## config.mk

```make
export PLATFORM = sky130hd
export DESIGN_NAME = ofs_fim_axi_mmio_csr_slave_flat
export DESIGN_NICKNAME = d
export VERILOG_FILES = /design/src/rtl/ofs_fim_axi_mmio_csr_pkg.sv /design/src/rtl/ofs_fim_axi_mmio_csr_slave_if.sv /design/src/rtl/ofs_fim_axi_mmio_csr_arb.sv /design/src/rtl/ofs_fim_axi_mmio_csr_slave.sv /design/src/flat_wrapper.sv
export SDC_FILE = /design/constraint.sdc
export NUM_CORES = 1
export LEC_CHECK = 0
export ABC_CLOCK_PERIOD_IN_PS = 2900
export BUFFER_PORTS_ARGS = -buffer_cell sky130_fd_sc_hd__buf_2
export CORE_AREA = 8 8 156 158
export DETAILED_ROUTE_END_ITERATION = 6
export DIE_AREA = 0 0 164 166
export PLACE_DENSITY = 0.66
export SLEW_MARGIN = 20
export SYNTH_ARGS = -nofsm -noshare
export SYNTH_HDL_FRONTEND = slang
export SYNTH_SLANG_ARGS = --single-unit
```

## constraint.sdc

```tcl
create_clock -name clk -period 2.9 [get_ports clk]
set_input_delay 0.145 -clock clk [delete_from_list [all_inputs] [get_ports clk]]
set_output_delay 0.145 -clock clk [all_outputs]
set_load 0.02 [all_outputs]
```

## src/rtl/ofs_fim_axi_mmio_csr_pkg.sv

```systemverilog
// Shared definitions for the AXI4-MMIO to CSR-bus responder.
//   BEAT_BYTES     : byte stride of one 64-bit beat
//   RESP_*         : AXI response codes driven on bresp/rresp
//   BURST_*        : AXI burst type encodings
//   t_csr_slv_state: responder FSM states
//   burst_ok()     : 1 for burst types that get real CSR accesses
package ofs_fim_axi_mmio_csr_pkg;
  localparam int BEAT_BYTES = 8;

  localparam logic [1:0] RESP_OKAY   = 2'b00;
  localparam logic [1:0] RESP_SLVERR = 2'b10;

  localparam logic [1:0] BURST_FIXED = 2'b00;
  localparam logic [1:0] BURST_INCR  = 2'b01;
  localparam logic [1:0] BURST_WRAP  = 2'b10;

  typedef enum logic [2:0] {
    IDLE, WR_DATA, WR_RESP, RD_REQ, RD_WAIT, RD_RESP
  } t_csr_slv_state;

  function automatic logic burst_ok(input logic [1:0] b);
    return (b == BURST_FIXED) || (b == BURST_INCR);
  endfunction
endpackage

```

## src/rtl/ofs_fim_axi_mmio_csr_slave_if.sv

```systemverilog
// AXI4 MMIO bus bundle (ofs_fim_axi_mmio_if).
//   clk/rst_n : bus clock/reset carried with the bundle (the CSR responder
//               runs on its own clk/rst ports instead)
//   aw/w/b    : write address, data, response channels
//   ar/r      : read address, data channels
// Modports: master (initiator side), slave (responder side).
interface ofs_fim_axi_mmio_if #(
  parameter int ADDR_WIDTH = 21,
  parameter int DATA_WIDTH = 64,
  parameter int ID_WIDTH   = 10
) (
  input logic clk,
  input logic rst_n
);
  logic                    awvalid, awready;
  logic [ID_WIDTH-1:0]     awid;
  logic [ADDR_WIDTH-1:0]   awaddr;
  logic [7:0]              awlen;
  logic [2:0]              awsize;
  logic [1:0]              awburst;

  logic                    wvalid, wready, wlast;
  logic [DATA_WIDTH-1:0]   wdata;
  logic [DATA_WIDTH/8-1:0] wstrb;

  logic                    bvalid, bready;
  logic [ID_WIDTH-1:0]     bid;
  logic [1:0]              bresp;

  logic                    arvalid, arready;
  logic [ID_WIDTH-1:0]     arid;
  logic [ADDR_WIDTH-1:0]   araddr;
  logic [7:0]              arlen;
  logic [2:0]              arsize;
  logic [1:0]              arburst;

  logic                    rvalid, rready, rlast;
  logic [ID_WIDTH-1:0]     rid;
  logic [DATA_WIDTH-1:0]   rdata;
  logic [1:0]              rresp;

  modport master (
    input  clk, rst_n,
    output awvalid, awid, awaddr, awlen, awsize, awburst, input awready,
    output wvalid, wdata, wstrb, wlast, input wready,
    input  bvalid, bid, bresp, output bready,
    output arvalid, arid, araddr, arlen, arsize, arburst, input arready,
    input  rvalid, rid, rdata, rresp, rlast, output rready
  );

  // awsize/arsize are not part of the responder view: wstrb governs lanes.
  modport slave (
    input  awvalid, awid, awaddr, awlen, awburst, output awready,
    input  wvalid, wdata, wstrb, wlast, output wready,
    output bvalid, bid, bresp, input bready,
    input  arvalid, arid, araddr, arlen, arburst, output arready,
    output rvalid, rid, rdata, rresp, rlast, input rready
  );
endinterface

```

## src/rtl/ofs_fim_axi_mmio_csr_arb.sv

```systemverilog
// Two-way round-robin arbiter between a pending write and a pending read.
//   clk, rst        : clock, synchronous active-high reset
//   req_wr, req_rd  : awvalid / arvalid
//   take            : the responder is accepting a grant this cycle
//   gnt_wr, gnt_rd  : one-hot grant (combinational)
// The last-grant flop only moves when both requests competed, so a lone
// request never changes who wins the next contention. Reset = write,
// so the first contention goes to the read.
module ofs_fim_axi_mmio_csr_arb (
  input  logic clk,
  input  logic rst,
  input  logic req_wr,
  input  logic req_rd,
  input  logic take,
  output logic gnt_wr,
  output logic gnt_rd
);
  logic last_wr;

  always_comb begin
    gnt_wr = req_wr && (!req_rd || !last_wr);
    gnt_rd = req_rd && !gnt_wr;
  end

  always_ff @(posedge clk) begin
    if (rst)                           last_wr <= 1'b1;
    else if (take && req_wr && req_rd) last_wr <= gnt_wr;
  end
endmodule

```

## src/rtl/ofs_fim_axi_mmio_csr_slave.sv

```systemverilog
// AXI4-MMIO responder: turns each AXI beat into a single-cycle access on a
// simple CSR bus. One transaction in flight, round-robin read/write
// arbitration, INCR/FIXED bursts (WRAP/reserved answered with SLVERR).
//   clk, rst   : clock, synchronous active-high reset
//   axi        : ofs_fim_axi_mmio_if.slave
//   csr_wr     : one-cycle write pulse with csr_addr/csr_wdata/csr_wstrb
//   csr_rd     : one-cycle read request with csr_addr
//   csr_rvalid : read-data return, csr_rdata valid
// Optional: OFS_FIM_AXI_MMIO_CSR_SLAVE_TIMEOUT_EN adds a read-completion
// timeout of TIMEOUT_CYCLES (all-ones data, SLVERR).
module ofs_fim_axi_mmio_csr_slave
  import ofs_fim_axi_mmio_csr_pkg::*;
#(
  parameter int ADDR_WIDTH     = 21,
  parameter int DATA_WIDTH     = 64,
  parameter int ID_WIDTH       = 10,
  parameter int TIMEOUT_CYCLES = 256
) (
  input  logic                    clk,
  input  logic                    rst,
  ofs_fim_axi_mmio_if.slave       axi,
  output logic                    csr_wr,
  output logic                    csr_rd,
  output logic [ADDR_WIDTH-1:0]   csr_addr,
  output logic [DATA_WIDTH-1:0]   csr_wdata,
  output logic [DATA_WIDTH/8-1:0] csr_wstrb,
  input  logic                    csr_rvalid,
  input  logic [DATA_WIDTH-1:0]   csr_rdata
);
  localparam logic [ADDR_WIDTH-1:0] ALIGN_MASK = ~ADDR_WIDTH'(BEAT_BYTES-1);
  localparam logic [ADDR_WIDTH-1:0] STRIDE     = ADDR_WIDTH'(BEAT_BYTES);

  t_csr_slv_state state, nstate;

  logic                  gnt_wr_q, gnt_rd_q, arb_wr, arb_rd, arb_take;
  logic [ID_WIDTH-1:0]   id_q;
  logic [ADDR_WIDTH-1:0] addr_q;
  logic [7:0]            beats_left;   // beats remaining after the current one
  logic                  incr_q, burst_err, resp_err, rd_err_q, timeout;
  logic [DATA_WIDTH-1:0] rdata_q;
  logic                  aw_hs, ar_hs, w_hs, last_beat;

  assign aw_hs     = axi.awvalid && axi.awready;
  assign ar_hs     = axi.arvalid && axi.arready;
  assign w_hs      = axi.wvalid && axi.wready;
  assign last_beat = (beats_left == 8'd0);

  // Arbitrate once per idle period; the winner is registered and its
  // ready is raised for exactly one cycle on the following cycle.
  assign arb_take = (state == IDLE) && !gnt_wr_q && !gnt_rd_q;

  ofs_fim_axi_mmio_csr_arb u_arb (
    .clk    (clk),
    .rst    (rst),
    .req_wr (axi.awvalid),
    .req_rd (axi.arvalid),
    .take   (arb_take),
    .gnt_wr (arb_wr),
    .gnt_rd (arb_rd)
  );

  always_ff @(posedge clk) begin
    if (rst) begin
      gnt_wr_q <= 1'b0;
      gnt_rd_q <= 1'b0;
    end else if (arb_take) begin
      gnt_wr_q <= arb_wr;
      gnt_rd_q <= arb_rd;
    end else begin
      gnt_wr_q <= 1'b0;
      gnt_rd_q <= 1'b0;
    end
  end

`ifdef OFS_FIM_AXI_MMIO_CSR_SLAVE_TIMEOUT_EN
  localparam int TW = $clog2(TIMEOUT_CYCLES + 1);
  logic [TW-1:0] to_cnt;

  // Counts cycles since the csr_rd pulse; fires so that the response
  // appears TIMEOUT_CYCLES after csr_rd.
  always_ff @(posedge clk) begin
    if (rst)                     to_cnt <= '0;
    else if (state == RD_REQ)    to_cnt <= TW'(1);
    else if (state == RD_WAIT)   to_cnt <= to_cnt + TW'(1);
  end

  assign timeout = (state == RD_WAIT) && !csr_rvalid &&
                   (to_cnt == TW'(TIMEOUT_CYCLES - 1));
`else
  assign timeout = 1'b0;
`endif

  // State register
  always_ff @(posedge clk) begin
    if (rst) state <= IDLE;
    else     state <= nstate;
  end

  // Next state
  always_comb begin
    nstate = state;
    case (state)
      IDLE:    if (aw_hs) nstate = WR_DATA;
               else if (ar_hs) nstate = RD_REQ;
      WR_DATA: if (w_hs && last_beat) nstate = WR_RESP;
      WR_RESP: if (axi.bready) nstate = IDLE;
      RD_REQ:  nstate = burst_err ? RD_RESP : RD_WAIT;
      RD_WAIT: if (csr_rvalid || timeout) nstate = RD_RESP;
      RD_RESP: if (axi.rready) nstate = last_beat ? IDLE : RD_REQ;
      default: nstate = IDLE;
    endcase
  end

  // Outputs decoded from state and the transaction registers
  always_comb begin
    axi.awready = (state == IDLE) && gnt_wr_q;
    axi.arready = (state == IDLE) && gnt_rd_q;
    axi.wready  = (state == WR_DATA);
    axi.bvalid  = (state == WR_RESP);
    axi.bid     = id_q;
    axi.bresp   = resp_err ? RESP_SLVERR : RESP_OKAY;
    axi.rvalid  = (state == RD_RESP);
    axi.rid     = id_q;
    axi.rdata   = rdata_q;
    axi.rresp   = rd_err_q ? RESP_SLVERR : RESP_OKAY;
    axi.rlast   = (state == RD_RESP) && last_beat;
    csr_rd      = (state == RD_REQ) && !burst_err;
    csr_addr    = addr_q;
  end

  // Transaction datapath
  always_ff @(posedge clk) begin
    if (rst) begin
      id_q       <= '0;
      addr_q     <= '0;
      beats_left <= '0;
      incr_q     <= 1'b0;
      burst_err  <= 1'b0;
      resp_err   <= 1'b0;
      rd_err_q   <= 1'b0;
      rdata_q    <= '0;
      csr_wr     <= 1'b0;
      csr_wdata  <= '0;
      csr_wstrb  <= '0;
    end else begin
      csr_wr <= w_hs && !burst_err;

      if (aw_hs) begin
        id_q       <= axi.awid;
        addr_q     <= axi.awaddr & ALIGN_MASK;
        beats_left <= axi.awlen;
        incr_q     <= (axi.awburst == BURST_INCR);
        burst_err  <= !burst_ok(axi.awburst);
        resp_err   <= !burst_ok(axi.awburst);
      end else if (ar_hs) begin
        id_q       <= axi.arid;
        addr_q     <= axi.araddr & ALIGN_MASK;
        beats_left <= axi.arlen;
        incr_q     <= (axi.arburst == BURST_INCR);
        burst_err  <= !burst_ok(axi.arburst);
      end

      if (w_hs) begin
        csr_wdata  <= axi.wdata;
        csr_wstrb  <= axi.wstrb;
        beats_left <= beats_left - 8'd1;
        // A misplaced wlast only flags the error; len still ends the burst.
        if (axi.wlast != last_beat) resp_err <= 1'b1;
      end

      // Write address advances after the beat's csr_wr has gone out.
      if (csr_wr && incr_q) addr_q <= addr_q + STRIDE;

      if (state == RD_REQ && burst_err) begin
        rdata_q  <= '0;
        rd_err_q <= 1'b1;
      end else if (state == RD_WAIT && csr_rvalid) begin
        rdata_q  <= csr_rdata;
        rd_err_q <= 1'b0;
      end else if (timeout) begin
        rdata_q  <= '1;
        rd_err_q <= 1'b1;
      end

      if (state == RD_RESP && axi.rready && !last_beat) begin
        beats_left <= beats_left - 8'd1;
        if (incr_q) addr_q <= addr_q + STRIDE;
      end
    end
  end
endmodule
```

## src/flat_wrapper.sv

```systemverilog
// flat-port wrapper written by rule: the top's interface ports become plain ports
module ofs_fim_axi_mmio_csr_slave_flat import ofs_fim_axi_mmio_csr_pkg::*;
#(
  parameter int ADDR_WIDTH     = 21,
  parameter int DATA_WIDTH     = 64,
  parameter int ID_WIDTH       = 10,
  parameter int TIMEOUT_CYCLES = 256
)
  (clk, rst, csr_wr, csr_rd, csr_addr, csr_wdata, csr_wstrb, csr_rvalid, csr_rdata, rst_n, axi_awvalid, axi_awid, axi_awaddr, axi_awlen, axi_awburst, axi_awready, axi_wvalid, axi_wdata, axi_wstrb, axi_wlast, axi_wready, axi_bvalid, axi_bid, axi_bresp, axi_bready, axi_arvalid, axi_arid, axi_araddr, axi_arlen, axi_arburst, axi_arready, axi_rvalid, axi_rid, axi_rdata, axi_rresp, axi_rlast, axi_rready);
  ofs_fim_axi_mmio_if #(.ADDR_WIDTH(ADDR_WIDTH), .DATA_WIDTH(DATA_WIDTH), .ID_WIDTH(ID_WIDTH)) axi_i (.clk(clk), .rst_n(rst_n));
  input  logic clk;
  input  logic rst;
  output logic csr_wr;
  output logic csr_rd;
  output logic [ADDR_WIDTH-1:0] csr_addr;
  output logic [DATA_WIDTH-1:0] csr_wdata;
  output logic [DATA_WIDTH/8-1:0] csr_wstrb;
  input  logic csr_rvalid;
  input  logic [DATA_WIDTH-1:0] csr_rdata;
  input wire logic rst_n;
  input wire logic [$bits(axi_i.awvalid)-1:0] axi_awvalid;
  input wire logic [$bits(axi_i.awid)-1:0] axi_awid;
  input wire logic [$bits(axi_i.awaddr)-1:0] axi_awaddr;
  input wire logic [$bits(axi_i.awlen)-1:0] axi_awlen;
  input wire logic [$bits(axi_i.awburst)-1:0] axi_awburst;
  output wire logic [$bits(axi_i.awready)-1:0] axi_awready;
  input wire logic [$bits(axi_i.wvalid)-1:0] axi_wvalid;
  input wire logic [$bits(axi_i.wdata)-1:0] axi_wdata;
  input wire logic [$bits(axi_i.wstrb)-1:0] axi_wstrb;
  input wire logic [$bits(axi_i.wlast)-1:0] axi_wlast;
  output wire logic [$bits(axi_i.wready)-1:0] axi_wready;
  output wire logic [$bits(axi_i.bvalid)-1:0] axi_bvalid;
  output wire logic [$bits(axi_i.bid)-1:0] axi_bid;
  output wire logic [$bits(axi_i.bresp)-1:0] axi_bresp;
  input wire logic [$bits(axi_i.bready)-1:0] axi_bready;
  input wire logic [$bits(axi_i.arvalid)-1:0] axi_arvalid;
  input wire logic [$bits(axi_i.arid)-1:0] axi_arid;
  input wire logic [$bits(axi_i.araddr)-1:0] axi_araddr;
  input wire logic [$bits(axi_i.arlen)-1:0] axi_arlen;
  input wire logic [$bits(axi_i.arburst)-1:0] axi_arburst;
  output wire logic [$bits(axi_i.arready)-1:0] axi_arready;
  output wire logic [$bits(axi_i.rvalid)-1:0] axi_rvalid;
  output wire logic [$bits(axi_i.rid)-1:0] axi_rid;
  output wire logic [$bits(axi_i.rdata)-1:0] axi_rdata;
  output wire logic [$bits(axi_i.rresp)-1:0] axi_rresp;
  output wire logic [$bits(axi_i.rlast)-1:0] axi_rlast;
  input wire logic [$bits(axi_i.rready)-1:0] axi_rready;
  assign axi_i.awvalid = axi_awvalid;
  assign axi_i.awid = axi_awid;
  assign axi_i.awaddr = axi_awaddr;
  assign axi_i.awlen = axi_awlen;
  assign axi_i.awburst = axi_awburst;
  assign axi_awready = axi_i.awready;
  assign axi_i.wvalid = axi_wvalid;
  assign axi_i.wdata = axi_wdata;
  assign axi_i.wstrb = axi_wstrb;
  assign axi_i.wlast = axi_wlast;
  assign axi_wready = axi_i.wready;
  assign axi_bvalid = axi_i.bvalid;
  assign axi_bid = axi_i.bid;
  assign axi_bresp = axi_i.bresp;
  assign axi_i.bready = axi_bready;
  assign axi_i.arvalid = axi_arvalid;
  assign axi_i.arid = axi_arid;
  assign axi_i.araddr = axi_araddr;
  assign axi_i.arlen = axi_arlen;
  assign axi_i.arburst = axi_arburst;
  assign axi_arready = axi_i.arready;
  assign axi_rvalid = axi_i.rvalid;
  assign axi_rid = axi_i.rid;
  assign axi_rdata = axi_i.rdata;
  assign axi_rresp = axi_i.rresp;
  assign axi_rlast = axi_i.rlast;
  assign axi_i.rready = axi_rready;
  ofs_fim_axi_mmio_csr_slave #(.ADDR_WIDTH(ADDR_WIDTH), .DATA_WIDTH(DATA_WIDTH), .ID_WIDTH(ID_WIDTH), .TIMEOUT_CYCLES(TIMEOUT_CYCLES)) u_core (.clk(clk), .rst(rst), .axi(axi_i), .csr_wr(csr_wr), .csr_rd(csr_rd), .csr_addr(csr_addr), .csr_wdata(csr_wdata), .csr_wstrb(csr_wstrb), .csr_rvalid(csr_rvalid), .csr_rdata(csr_rdata));
endmodule
```

# ---- After elaboration in Yosys (flattened, before gate mapping)
# Cells that the tools add are included.
dict set report classes {
  n_addsub 2
  eq_ne 13
  muxes 31
  bitwise_logic 1
  reduce_logical 42
}
# op n
set ops {}
lappend ops {{2-to-1 mux 21 bit} 5}
lappend ops {{2-to-1 mux 8 bit} 4}
lappend ops {{adder 21 x 4 -> 21 bit, second input constant} 1}
lappend ops {{logical AND 1 bit} 20}
lappend ops {{2-to-1 mux 10 bit} 2}
lappend ops {{2-to-1 mux 3 bit} 6}
lappend ops {{one-hot mux 3 bit (6 select lines)} 1}
lappend ops {{2-to-1 mux 1 bit} 10}
lappend ops {{zero test 1 bit} 9}
lappend ops {{zero test 8 bit} 1}
lappend ops {{subtractor 8 x 1 -> 8 bit, second input constant} 1}
lappend ops {{== test 3 x 2 -> 1 bit, second input constant} 2}
lappend ops {{== test 3 bit, second input constant} 2}
lappend ops {{2-to-1 mux 2 bit} 3}
lappend ops {{AND reduction 5 bit} 1}
lappend ops {{== test 2 x 1 -> 1 bit, second input constant} 2}
lappend ops {{zero test 2 bit} 2}
lappend ops {{!= test 2 x 1 -> 1 bit, second input constant} 2}
lappend ops {{!= test 2 bit, second input constant} 2}
lappend ops {{nonzero test 2 bit} 2}
lappend ops {{nonzero test 4 bit} 1}
lappend ops {{OR reduction 2 bit} 2}
lappend ops {{== test 3 x 1 -> 1 bit, second input constant} 1}
lappend ops {{zero test 3 bit} 1}
lappend ops {{other kinds (4)} 6}
dict set report totals {
  reg_bits 186
  input_bits 228
  output_inout_bits 189
  word_cells 104
}

# ---- Logic depth before layout (Yosys ltp)
dict set report depth {
  ltp_word 8
  depth_mapped 8
  depth_no_buf 7
}

# ---- Modules after synthesis
# Synthesis repeated with hierarchy kept, for this count alone.
dict set report unflattened {
  hier_cells 991
  hier_area_um2 7731.2
}
# module n_inst cells_each area_per_inst_um2 seq_area_each_um2
set modules_own_cells {}
lappend modules_own_cells {ofs_fim_axi_mmio_csr_slave 1 984 7669.9 3703.6}
lappend modules_own_cells {ofs_fim_axi_mmio_csr_arb 1 7 61.3 20.0}

# ---- Worst setup path before layout
# OpenSTA, ideal clock, no wires.
dict set report synth_path {
  path_kind {register -> register}
  startpoint {reg u_core.beats_left[0]}
  endpoint {reg u_core.beats_left[5]}
  setup_time_ps 66
  arrival_time_ps 2033
  t_required_ps 2834
  path_slack_ps 801
  path_stages_with_launch 9
  n_path_buf 1
  synth_period_minus_slack_ps 2099
  path_cell_list {dfxtp_1 -> inv_1 -> ha_1 -> or4b_4 -> o211a_4 -> or2_0 -> buf_6 -> a311o_1 -> a21oi_2}
}
dict set report synth_via {
  elab_chain_len 4
  word_cells_on_any_way 7
  cone_classes {add/sub: 1; mux: 2; reduce/logical: 4}
}
# item line_no
set synth_lines {}
lappend synth_lines {{start: declaration} ofs_fim_axi_mmio_csr_slave.sv:38} ;# logic [7:0] beats_left;
lappend synth_lines {{start signal: assignment} ofs_fim_axi_mmio_csr_slave.sv:151} ;# beats_left <= axi.awlen;
lappend synth_lines {{start signal: assignment} ofs_fim_axi_mmio_csr_slave.sv:158} ;# beats_left <= axi.arlen;
lappend synth_lines {{start signal: assignment} ofs_fim_axi_mmio_csr_slave.sv:166} ;# beats_left <= beats_left - 8'd1;
lappend synth_lines {{parallel branches: the longest is 4 deep, another holds subtractor 8 x 1 -> 8 bit} n/a}
# Several ways; the timed one is not identified.
# A chain may end at the register's enable or synchronous reset.

# ---- Worst setup path after layout
dict set report layout_path {
  startpoint {reg u_core.state[2]}
  endpoint {reg u_core.id_q[4] (netlist: u_core.axi.bid[4])}
}
dict set report layout_via {
  elab_chain_len 4
  word_cells_on_any_way 7
  cone_classes {mux: 1; reduce/logical: 6}
}
# item line_no
set layout_lines {}
lappend layout_lines {{start: declaration} ofs_fim_axi_mmio_csr_slave.sv:33} ;# t_csr_slv_state state, nstate;
lappend layout_lines {{start signal: assignment} ofs_fim_axi_mmio_csr_slave.sv:96} ;# else state <= nstate;
lappend layout_lines {{zero test 3 bit (*)} {ofs_fim_axi_mmio_csr_slave.sv:116, ofs_fim_axi_mmio_csr_slave.sv:117}}
lappend layout_lines {{logical AND 1 bit, on equally long branches} {ofs_fim_axi_mmio_csr_slave.sv:116, ofs_fim_axi_mmio_csr_slave.sv:117}}
lappend layout_lines {{logical AND 1 bit, on equally long branches} {ofs_fim_axi_mmio_csr_slave.sv:43, ofs_fim_axi_mmio_csr_slave.sv:44}}
lappend layout_lines {{2-to-1 mux 10 bit or nonzero test 2 bit (tied branches)} n/a}
lappend layout_lines {{end signal: assignment} ofs_fim_axi_mmio_csr_slave.sv:149} ;# id_q <= axi.awid;
lappend layout_lines {{end signal: assignment} ofs_fim_axi_mmio_csr_slave.sv:156} ;# id_q <= axi.arid;
lappend layout_lines {{end: declaration} ofs_fim_axi_mmio_csr_slave.sv:36} ;# logic [ID_WIDTH-1:0] id_q;
# Every way passes the cells marked *; elsewhere a longest branch is shown, timed or not.

==> flow_summary.toml <==
[status]
status = "completed"

[die]
rows = 55
io_pins = 417
die-width_um = 164
initial_core_util_pct = 34.7
fp.dieH_um = 166
fp.dieArea_um2 = 27200
core-area_um2 = 22100

[setup_path]
criticalPathCategory = "register to register"
startpoint = "u_core.state[2]$_SDFFE_PP0P_"
cp.arrival_ps = 2970
regToRegSetupSlack_ps = 290
critPathCaptureType = "register"
critPathSlowestCell = "or3_1"
worstSetupStartpointType = "register"
worstPathBufferInverterCount = 2
required_ps = 3270
rr_worst_depth = 6
r2r-end = "u_core.axi.bid[4]$_SDFFE_PP0P_"
critPathTopFamily = "simple AND/OR/NAND/NOR gates"
worstPathMaxFanout = 14
slowest_delay_ps = 580
rr_startpoint = "u_core.state[2]$_SDFFE_PP0P_"
worstPathCellList = "or3_1 > nor2_4 > buf_4 > nand2_1 > a311oi_1 > dlygate4sd3_1"
worst-path-stages = 6
crit_path_end = "u_core.axi.bid[4]$_SDFFE_PP0P_"

[synth]
async_flop_share_pct = 0
synth_top_cell_area_share_pct = 48.6
yosysUniqueCellTypes = 57
synth_edf_count = 0
synth_area_um2 = 7660
ys.flop_type = "dfxtp_1"
synth.area.top_cells = "dfxtp_1, nand2_1, a21oi_1"
synth.most_common_cell = "nand2_1"
yosys_register_bits = 186
yosysTopAreaCell = "dfxtp_1"
ys_warn_count = 0
netlist_instances = 992
yosysSeqAreaShare_pct = 48.6
synth_common_cells = "nand2_1, dfxtp_1, a21oi_1, clkbuf_1, nor2_1"
avgSynthCellArea_um2 = 7.72

[drt]
drt-initial-drc-count = 549
drt-wirelength-per-cell_um = 17.1
drt-total-wl_um = 31200
drtAntennaViolNets = 0
firstDrtPassIters = 5
num_vias = 8816
route.detailed.drc = 0
viasPerCell = 4.84

[grt]
grt_max_degree = 73
grt_pass1_wl_um = 48100
grt_overflow_total = 0
antenna_found_initial = 13
grt_use_total_pct = 22.3
grt_pass1_vias = 8867

[timing]
worst_pin_slew_ps = 679
fin_crit_sh_pct = 89.9
whs_ps = 20.3
hold_viol = 0
fin_setup_tns_ps = 0
clock_skew_ps = 16.5
setup_viol = 0
slew_viol_final = 0
worst_slack_ps = 294
finalCriticalPeriod_ps = 2610
rsz0062_at_grt = "false"
max_freq_mhz = 384
relSlewSlack_pct = 54.8

[power_and_ir_drop]
power_density_nw_per_um2 = 655
peakVddDrop_mv = 0.381
leakage_nw = 5.39

[clock_network]
cts.htree.levels = 4
clk_pin_slew_ps = 80
clock_path_buffers = 2
cts-root-buf = "clkbuf_16"
clkLatencyLatePin_ps = 440
cts_tree = "built"
cts.sinks = 186
numCtsBuffers = 17

[placed_design]
hpwlAfterDp_um = 21700
gp_congestion = 0.829
io_buffer_count = 407
post-place-ws_ps = 604

[final_layout]
areaGrowthSynthToFinish_pct = 58.4
nNetsFinal = 1745
final_util_pct = 54.9
drive_gt1_share_pct = 30.7

[flow_run]
drv_cap = 0

[worst_hold_path]
min_path_type = "primary input to register"
==> routing by layer <==
metal | vias up | track usage [%] | routed length (µm)
met4 | 6 | 10.8 | 1170
met3 | 70 | 7.24 | 2590
met5 | - | 0 | 40
li1 | 4362 | - | -
met1 | 4023 | 24.9 | 12200
met2 | 355 | 37.3 | 15300
==> worst min-delay path by stage <==
stage	from	endpoint	slack (ps)	cells after the start
2_1_floorplan	csr_rdata[0]	u_core.axi.rdata[0]$_SDFFE_PP0P_	280	2
3_3_place_gp	csr_rdata[24]	u_core.axi.rdata[24]$_SDFFE_PP0P_	380	3
3_5_place_dp	csr_rdata[15]	u_core.axi.rdata[15]$_SDFFE_PP0P_	390	3
4_1_cts	rst	u_core.csr_wdata[31]$_SDFFE_PP0N_	1	2
5_1_grt	csr_rdata[48]	u_core.axi.rdata[48]$_SDFFE_PP0P_	10	3
6_report	rst	u_core.csr_wdata[31]$_SDFFE_PP0N_	20	2
==> cell usage in the layout, fill, tap and decap left out, types with 3 or more instances in the layout <==
cell type,instances
nor2_1,40
o21ai_0,19
inv_6,3
nand2b_1,3
and2_1,9
nor3_1,6
xor2_1,12
inv_1,9
buf_2,406
inv_12,3
diode_2,10
clkbuf_16,17
buf_4,14
o22ai_1,8
o211a_1,4
nand4_1,6
xnor2_1,10
a21oi_1,154
a22oi_1,4
a211oi_1,7
dfxtp_1,186
mux2i_1,3
nand3_1,18
a311oi_1,11
dlygate4sd3_1,163
clkinv_8,5
o21a_1,10
nor4_1,4
a31oi_1,8
and3_1,5
nand2_1,332
==> layout make-up <==
type	instances	area, µm²
multi-input combinational	716	3540
tap	285	357
timing repair buffer	585	3810
sequential	186	3720
fill	2032	9950
antenna	10	25.0
inverter	9	33.8
clock buffer	18	439
clock inverter	14	209
==> stage by stage <==
stage,power [mW],cell area [µm²],instances
2_1_floorplan,4.54,7660,993
3_3_place_gp,5.23,9830,1618
3_5_place_dp,5.26,9830,1618
4_1_cts,8.00,12100,1813
5_1_grt,8.38,12100,1822
6_report,7.95,12100,1823
==> cells by family (layout without fill, tap and decap cells) <==
| logic type | Yosys count | after routing | share of synthesized area [%] |
|---|---|---|---|
| simple gates | 446 | 446 | 24.2 |
| compound gates | 241 | 241 | 18.4 |
| flops | 186 | 186 | 48.6 |
| buf+inv | 91 | 626 | 5.49 |
| xor+xnor | 22 | 22 | 2.52 |
| mux | 3 | 3 | 0.392 |
| fa+ha+maj | 2 | 2 | 0.327 |
| other cells | 1 | 12 | 0.0490 |
==> flip-flops by register name, indices dropped and copies added (netlist names), 3 cells and up <==
register	count
u_core.csr_wstrb	8
u_core.beats_left	8
u_core.axi.bid	10
u_core.axi.rdata	64
u_core.state	3
u_core.csr_wdata	64
u_core.csr_addr	21
==> worst reg2reg max path, delay by kind of cell, from the launching register on <==
| kind | cells | cell delay, ps |
|---|---|---|
| AOI/OAI and AO/OA | 1 | 280 |
| buffers and inverters | 2 | 850 |
| DFF | 1 | 430 |
| and+or+nand+nor | 3 | 1000 |
==> where the power goes <==
| group | switching, mW | leakage, nW | internal [mW] |
|---|---|---|---|
| Clock | 1.23 | 0.313 | 1.30 |
| Combinational | 1.38 | 3.58 | 0.967 |
| Sequential | 0.242 | 1.51 | 2.83 |
==> repair_timing <==
| action | in CTS | in global routing |
|---|---|---|
| hold endpoints to repair | 148 | 0 |
| setup endpoints to repair | 0 | 5 |
| buffers inserted | 0 | 0 |
| gates resized for setup | 0 | 1 |
| hold buffers | 163 | 0 |
Note: power is estimated with default switching activity, not from simulation.
